### config.mk
export PLATFORM = sky130hd
export DESIGN_NAME = instr_decode_stage
export DESIGN_NICKNAME = d
export VERILOG_FILES = /design/src/rtl/decode_pkg.sv /design/src/rtl/opcode_decoder.sv /design/src/rtl/instr_decode_stage.sv
export SDC_FILE = /design/constraint.sdc
export NUM_CORES = 1
export LEC_CHECK = 0
export ABC_AREA = 1
export CAP_MARGIN = 5
export CELL_PAD_IN_SITES_DETAIL_PLACEMENT = 1
export CELL_PAD_IN_SITES_GLOBAL_PLACEMENT = 1
export CORE_MARGIN = 2
export CORE_UTILIZATION = 40
export CTS_BUF_LIST = sky130_fd_sc_hd__clkbuf_2 sky130_fd_sc_hd__clkbuf_4 sky130_fd_sc_hd__clkbuf_8
export DETAILED_ROUTE_END_ITERATION = 10
export PLACE_DENSITY = 0.93
export SYNTH_ARGS = -nofsm -noshare
export SYNTH_HDL_FRONTEND = slang
export SYNTH_HIERARCHICAL = 1
export SYNTH_SLANG_ARGS = --single-unit
### constraint.sdc
create_clock -name clk -period 1.4 [get_ports clk]
set_input_delay 0.21 -clock clk [delete_from_list [all_inputs] [get_ports clk]]
set_output_delay 0.21 -clock clk [all_outputs]
set_load 0.01 [all_outputs]
### src/rtl/decode_pkg.sv
// Shared types and constants for the instruction decode stage.
//   - Opcode constants for the supported instruction classes.
//   - imm_src_t : immediate-type select sent to the immediate extender.
//   - dec_t     : one fully decoded instruction as held in the output and
//                 skid registers.
package decode_pkg;

  localparam int INSTR_W = 32;
  localparam int IMM_W   = 25;
  localparam int ADDR_W  = 32;

  localparam logic [6:0] OP_LOAD   = 7'b0000011;
  localparam logic [6:0] OP_IMM    = 7'b0010011;
  localparam logic [6:0] OP_JALR   = 7'b1100111;
  localparam logic [6:0] OP_REG    = 7'b0110011;
  localparam logic [6:0] OP_STORE  = 7'b0100011;
  localparam logic [6:0] OP_BRANCH = 7'b1100011;
  localparam logic [6:0] OP_JAL    = 7'b1101111;

  typedef enum logic [1:0] {
    IMM_I = 2'b00,
    IMM_S = 2'b01,
    IMM_B = 2'b10,
    IMM_J = 2'b11
  } imm_src_t;

  typedef struct packed {
    logic [IMM_W-1:0]  imm;
    imm_src_t          imm_src;
    logic [ADDR_W-1:0] pc;
    logic [4:0]        rd;
    logic [4:0]        rs1;
    logic [4:0]        rs2;
    logic [2:0]        funct3;
    logic              funct7b5;
    logic              reg_we;
    logic              mem_we;
    logic              branch;
    logic              jump;
    logic              illegal;
  } dec_t;

endpackage

### src/rtl/opcode_decoder.sv
// Combinational decoder: raw instruction + PC -> dec_t.
// Ports:
//   instr : 32-bit fetched instruction
//   pc    : PC of that instruction
//   dec   : decoded fields and control flags
// Unknown opcodes are flagged illegal with every enable cleared so the
// instruction can still travel downstream to the trap logic.
module opcode_decoder
  import decode_pkg::*;
(
  input  logic [INSTR_W-1:0] instr,
  input  logic [ADDR_W-1:0]  pc,
  output dec_t               dec
);

  always_comb begin
    // NOTE: every field gets a default before the case so no path leaves
    // a value unassigned, which would otherwise infer a latch.
    dec          = '0;
    dec.imm      = instr[31:7];
    dec.imm_src  = IMM_I;
    dec.pc       = pc;
    dec.rd       = instr[11:7];
    dec.rs1      = instr[19:15];
    dec.rs2      = instr[24:20];
    dec.funct3   = instr[14:12];
    dec.funct7b5 = instr[30];

    unique case (instr[6:0])
      OP_LOAD, OP_IMM, OP_REG: dec.reg_we = 1'b1;
      OP_JALR: begin
        dec.reg_we = 1'b1;
        dec.jump   = 1'b1;
      end
      OP_STORE: begin
        dec.imm_src = IMM_S;
        dec.mem_we  = 1'b1;
      end
      OP_BRANCH: begin
        dec.imm_src = IMM_B;
        dec.branch  = 1'b1;
      end
      OP_JAL: begin
        dec.imm_src = IMM_J;
        dec.reg_we  = 1'b1;
        dec.jump    = 1'b1;
      end
      default: dec.illegal = 1'b1;
    endcase
  end

endmodule

### src/rtl/instr_decode_stage.sv
// Decode stage between fetch and the immediate extender / register file /
// execute control.
// Ports:
//   clk, arstn                      : clock, async active-low reset
//   i_flush                         : synchronous flush of both entries
//   i_instr_valid/o_instr_ready     : fetch-side handshake (ready registered)
//   i_instr, i_pc                   : fetched instruction and its PC
//   o_dec_valid/i_dec_ready         : downstream handshake
//   o_imm, o_imm_src, o_pc          : raw immediate field, type select, PC
//   o_rd, o_rs1, o_rs2, o_funct3,
//   o_funct7b5                      : register indices and function bits
//   o_reg_we, o_mem_we, o_branch,
//   o_jump, o_illegal               : decoded control flags
// A two-entry skid buffer (output register + skid register) keeps
// o_instr_ready registered, so i_dec_ready never reaches fetch
// combinationally while still sustaining one instruction per cycle.
module instr_decode_stage
  import decode_pkg::*;
#(
  parameter int INSTR_WIDTH = 32,
  parameter int IMM_WIDTH   = 25,
  parameter int ADDR_WIDTH  = 32
) (
  input  logic                   clk,
  input  logic                   arstn,
  input  logic                   i_flush,
  input  logic                   i_instr_valid,
  output logic                   o_instr_ready,
  input  logic [INSTR_WIDTH-1:0] i_instr,
  input  logic [ADDR_WIDTH-1:0]  i_pc,
  output logic                   o_dec_valid,
  input  logic                   i_dec_ready,
  output logic [IMM_WIDTH-1:0]   o_imm,
  output logic [1:0]             o_imm_src,
  output logic [ADDR_WIDTH-1:0]  o_pc,
  output logic [4:0]             o_rd,
  output logic [4:0]             o_rs1,
  output logic [4:0]             o_rs2,
  output logic [2:0]             o_funct3,
  output logic                   o_funct7b5,
  output logic                   o_reg_we,
  output logic                   o_mem_we,
  output logic                   o_branch,
  output logic                   o_jump,
  output logic                   o_illegal
);

  dec_t dec_in;
  dec_t out_q, out_d;
  dec_t skid_q, skid_d;
  logic out_valid_q, out_valid_d;
  logic skid_valid_q, skid_valid_d;
  logic ready_q;
  logic accept;

  opcode_decoder u_decoder (
    .instr (i_instr),
    .pc    (i_pc),
    .dec   (dec_in)
  );

  assign accept = i_instr_valid & ready_q;

  always_comb begin
    out_d        = out_q;
    skid_d       = skid_q;
    out_valid_d  = out_valid_q;
    skid_valid_d = skid_valid_q;

    if (i_flush) begin
      out_valid_d  = 1'b0;
      skid_valid_d = 1'b0;
    end else if (!out_valid_q || i_dec_ready) begin
      // Output slot is free this cycle: the older skid entry goes first.
      if (skid_valid_q) begin
        out_d        = skid_q;
        out_valid_d  = 1'b1;
        skid_valid_d = accept;
        if (accept) skid_d = dec_in;
      end else if (accept) begin
        out_d       = dec_in;
        out_valid_d = 1'b1;
      end else begin
        out_valid_d = 1'b0;
      end
    end else if (accept) begin
      // Output stalled: park the new instruction in the skid.
      skid_d       = dec_in;
      skid_valid_d = 1'b1;
    end
  end

  always_ff @(posedge clk or negedge arstn) begin
    if (!arstn) begin
      // NOTE: data registers are reset too so nothing from before reset can
      // reappear on the outputs; these are two small flop banks, not RAM.
      out_q        <= '0;
      skid_q       <= '0;
      out_valid_q  <= 1'b0;
      skid_valid_q <= 1'b0;
      ready_q      <= 1'b1;
    end else begin
      // NOTE: non-blocking assignments so every register samples the
      // pre-edge values computed above, independent of statement order.
      out_q        <= out_d;
      skid_q       <= skid_d;
      out_valid_q  <= out_valid_d;
      skid_valid_q <= skid_valid_d;
      ready_q      <= ~skid_valid_d;
    end
  end

  assign o_instr_ready = ready_q;
  assign o_dec_valid   = out_valid_q;
  assign o_imm         = out_q.imm;
  assign o_imm_src     = out_q.imm_src;
  assign o_pc          = out_q.pc;
  assign o_rd          = out_q.rd;
  assign o_rs1         = out_q.rs1;
  assign o_rs2         = out_q.rs2;
  assign o_funct3      = out_q.funct3;
  assign o_funct7b5    = out_q.funct7b5;
  assign o_reg_we      = out_q.reg_we;
  assign o_mem_we      = out_q.mem_we;
  assign o_branch      = out_q.branch;
  assign o_jump        = out_q.jump;
  assign o_illegal     = out_q.illegal;

endmodule

==> Implementation_results.wiki <==
{| class="wikitable"
! Metric !! Value
|-
| Outcome || finished, final reports clean
|-
| Worst Path Required || 1.76 ns
|-
| Post-synth top area share || between 40% and 50%
|-
| I/O pin total || between 150 and 200
|-
| 1st-iter DRT viols || a little over 400
|-
| Count of warnings emitted by yosys || 6
|-
| Wire length of the first global-routing pass || between 40 and 50 mm
|-
| Die Height || 150 um
|-
| Sink count of the clock tree || 169
|-
| Count of final max-slew check failures || 0
|-
| Area leader, netlist || dfrtp_1
|-
| Crit-path cells || nand2_2, nand2_4, nand2_8, clkbuf_16, nand2_1, nand2_1
|-
| Proportion of synthesized chip area in sequential cells || between 40% and 50%
|-
| Worst-path cell with the longest stage delay || dfstp_2
|-
| Number of antenna violations at the first check in global routing || 2
|-
| Sum of internal, switching and leakage power || about 14,000 uW
|-
| Worst-case vdd ir drop || 645 uV
|-
| Die boundary width || about 150 um
|-
| H-tree levels || 4
|-
| Leakage power figure || between 0.005 and 0.006 uW
|-
| Cell chosen for the clock root || clkbuf_8
|-
| Total Routing Usage GR || approximately a quarter
|-
| Commonest non-fill, non-tap cell in the layout || nand2_1
|-
| Initial Util || about two fifths
|-
| Crit path launch type || flip-flop
|-
| Hold Crit Class || input pin to asynchronous set/reset pin
|-
| Arrival time at the worst endpoint || ~1.8 ns
|-
| Placer's final routability congestion estimate || between 0.7 and 0.8
|-
| Synth Cell Area || 0.00855 mm^2
|-
| Total via count after detailed routing || roughly 7.8k
|-
| Post-route minimum period || between 1 and 1.5 ns
|-
| RSZ-0062 raised after global routing || yes
|-
| Ratio of routed vias to standard cells || approximately 5.2
|-
| Final cycle utilization of the critical path || between 90 and 100%
|-
| Core area || about 0.021 mm^2
|-
| Cell area after layout || around 0.011 mm^2
|-
| Mean Syn Cell Area || between 7 and 8 um^2
|-
| Top cells by area in the synthesized netlist || dfrtp_1 (49%), nand2_1 (26%), buf_4 (6.8%)
|-
| Final nets || 1,262
|-
| Synthesized netlist cell count || ~1.1k
|-
| Tightest slew margin relative to the limit || 72.8%
|-
| Power share of the sequential group || about 48%
|-
| Switch share || between 30% and 40%
|-
| TritonCTS clock tree || yes
|-
| Post-synthesis net count || ~1.2k
|-
| Most used cells in the layout excluding fill and tap cells || nand2_1 (591), dfrtp_1 (167), nand4_1 (86), nand3_1 (83), clkdlybuf4s50_1 (67)
|-
| Switching power || approximately 4400 uW
|-
| Startpoint of the worst-slack reg-to-reg timing path || o_instr_ready
|-
| Total congestion overflow || 0
|-
| Ratio of cells with drive above 1 in the final layout || a little under a tenth
|-
| Post-synthesis sequential element count || 169
|-
| Final Hold Fails || 0
|-
| Slew at the pin with the worst max-slew slack || ~0.4 ns
|-
| Number of standard cells in the layout, taps in and fillers out || 1,480
|-
| Max-capacitance violation count || 0
|-
| Delay contributed by the slowest stage of the critical path || between 0.5 and 0.6 ns
|-
| Number of buffers created by CTS || 17
|-
| IO Port Bufs || between 150 and 200
|-
| Cell repeated most along the worst path || nand2_1
|-
| Endpoint type of the worst setup path || flip-flop
|-
| Clock Power Share || a little over a quarter
|-
| Total length of routed wires || between 20 and 30 mm
|-
| Clock insertion delay at the later pin of the skew report || 0.47 ns
|-
| Number of DRC violations after detailed routing || 0
|-
| Number of filler instances in the final layout || around 2.5k
|-
| Number of cell rows || 53
|-
| Maximum number of pins on one net before global-route repair || 84
|-
| Number of antenna-violating nets in the routed design || 0
|-
| Highest fanout seen on the critical path || 19
|-
| Number of detailed-routing iterations run before antenna repair || 5
|-
| Internal || 9280 uW
|-
| Class of the most critical setup path || flip-flop to flip-flop
|-
| Area Overhead vs Synth || 24.7%
|-
| Number of buffers on the longest clock path || 2
|-
| Comb pwr share || 24.4%
|-
| Placement-stage cell area || roughly 0.01 mm^2
|-
| Ant. Diodes || 0
|-
| Count of placed standard cells including taps || approximately 1.4k
|-
| Via count of the first global-routing pass || ~8k
|-
| Critical Path Source || o_instr_ready
|-
| Post-route clock skew || ~0.014 ns
|-
| Final setup viols || 0
|-
| Max frequency || 0.720 GHz
|-
| Clock slew at the register clock pins of the worst setup and hold paths || approximately 0.090 ns
|-
| Post-detail-place hpwl || between 15 and 20 mm
|-
| Number of library cell types mapped by synthesis || 20
|-
| Die area || roughly 0.023 mm^2
|-
| Total power per unit cell area || 1280 mW/mm^2
|-
| Average wire length per cell after detail routing || ~18 um
|}
-- timing repair --
| item | 4_1_cts | 5_1_grt |
|---|---|---|
| pin swaps | 0 | 2 |
| resized for setup | 97 | 65 |
| setup buffers | 1 | 28 |
| endpoints found under the hold margin | 168 | 0 |
| hold buffers | 1 | 0 |
| setup endpoints to repair | 130 | 234 |
| gates cloned | 0 | 2 |
-- registers in the layout, summed over array words and instances (netlist names) --
signal / count
o_mem_we: 1
o_rd: 5
o_reg_we: 1
o_funct7b5: 1
o_dec_valid: 1
o_jump: 1
o_rs2: 5
o_branch: 1
o_imm_src: 2
o_rs1: 5
o_pc: 32
skid_q: 83
o_illegal: 1
skid_valid_q: 1
o_instr_ready: 1
o_funct3: 3
o_imm: 25
-- cell type report --
cell class / instances / area, um^2 / share of cell area (%)
multi-input combinational: 777 / 3320 / 31.2
clock inverter: 13 / 169 / 1.58
clock buffer: 18 / 248 / 2.32
sequential: 169 / 4230 / 39.7
tap: 275 / 344 / 3.23
timing repair buffer: 216 / 2290 / 21.5
inverter: 12 / 53.8 / 0.505
-- power by group through the flow --
| stage | logic, uW | clock network (uW) | registers, uW |
|---|---|---|---|
| 5_1_grt | 3720 | 4070 | 6710 |
| 4_1_cts | 3070 | 3830 | 6570 |
| 6_report | 3330 | 3750 | 6580 |
| 3_3_place_gp | 3150 | 0 | 6610 |
| 2_1_floorplan | 1520 | 0 | 6730 |
| 3_5_place_dp | 3330 | 0 | 6660 |
-- stage by stage --
stage	hold slack [ns]	TNS (ns)	setup WS, ns	utilization [%]
3_5_place_dp	0.113	-38.65	-0.291	47.4
2_1_floorplan	-0.0856	0	0.108	-
4_1_cts	0.172	-1.32	-0.160	49.0
3_3_place_gp	0.110	-33.53	-0.242	47.4
6_report	0.182	0	0.0121	50.7
5_1_grt	0.181	-0.899	-0.0364	50.7
-- critical path: cells and delay by family (launching register included) --
kind,cells,cell delay (ns)
DFF,1,0.57
and+or+nand+nor,5,0.51
buffers and inverters,1,0.20
-- final timing paths --
path	to	slack, ns	depth (start not counted)
max in group asynchronous	o_instr_ready	0.59	3
max	o_pc[22]	0.01	6
min reg2reg	o_rd[1]	0.48	2
min	o_pc[13]	0.18	2
max reg2reg	o_pc[22]	0.01	6
min in group clk	skid_q[77]	0.35	3
-- cell families after synthesis --
kind of cell           after synthesis  synth area share [%]
AO/OA/AOI/OAI                        5                 0.336
buffers and inverters              169                  12.4
flip-flops                         169                  49.5
AND/OR/NAND/NOR                    772                  37.8
-- cells in the mapped netlist --
cell type / n
nor2_4: 1
a21oi_1: 1
clkbuf_1: 9
buf_1: 1
inv_2: 3
o21ai_1: 1
inv_1: 9
buf_4: 78
nor2_1: 3
nand3_1: 85
nand3_2: 1
buf_2: 62
a21oi_2: 1
nand2_1: 595
buf_6: 7
nor2_2: 1
nand4_1: 86
dfstp_2: 1
o21ai_0: 2
dfrtp_1: 168
-- layer usage --
metal,up-vias,share of wire (%),wire length [um],global-route usage [%]
met1,3882,43,11300,28.8
li1,3630,-,-,-
met2,214,50,13300,40.9
met4,2,1.4,361,6.56
met3,33,5.7,1510,5.27
met5,-,0.049,13,0
No activity file was read; power rests on OpenSTA's default activity.
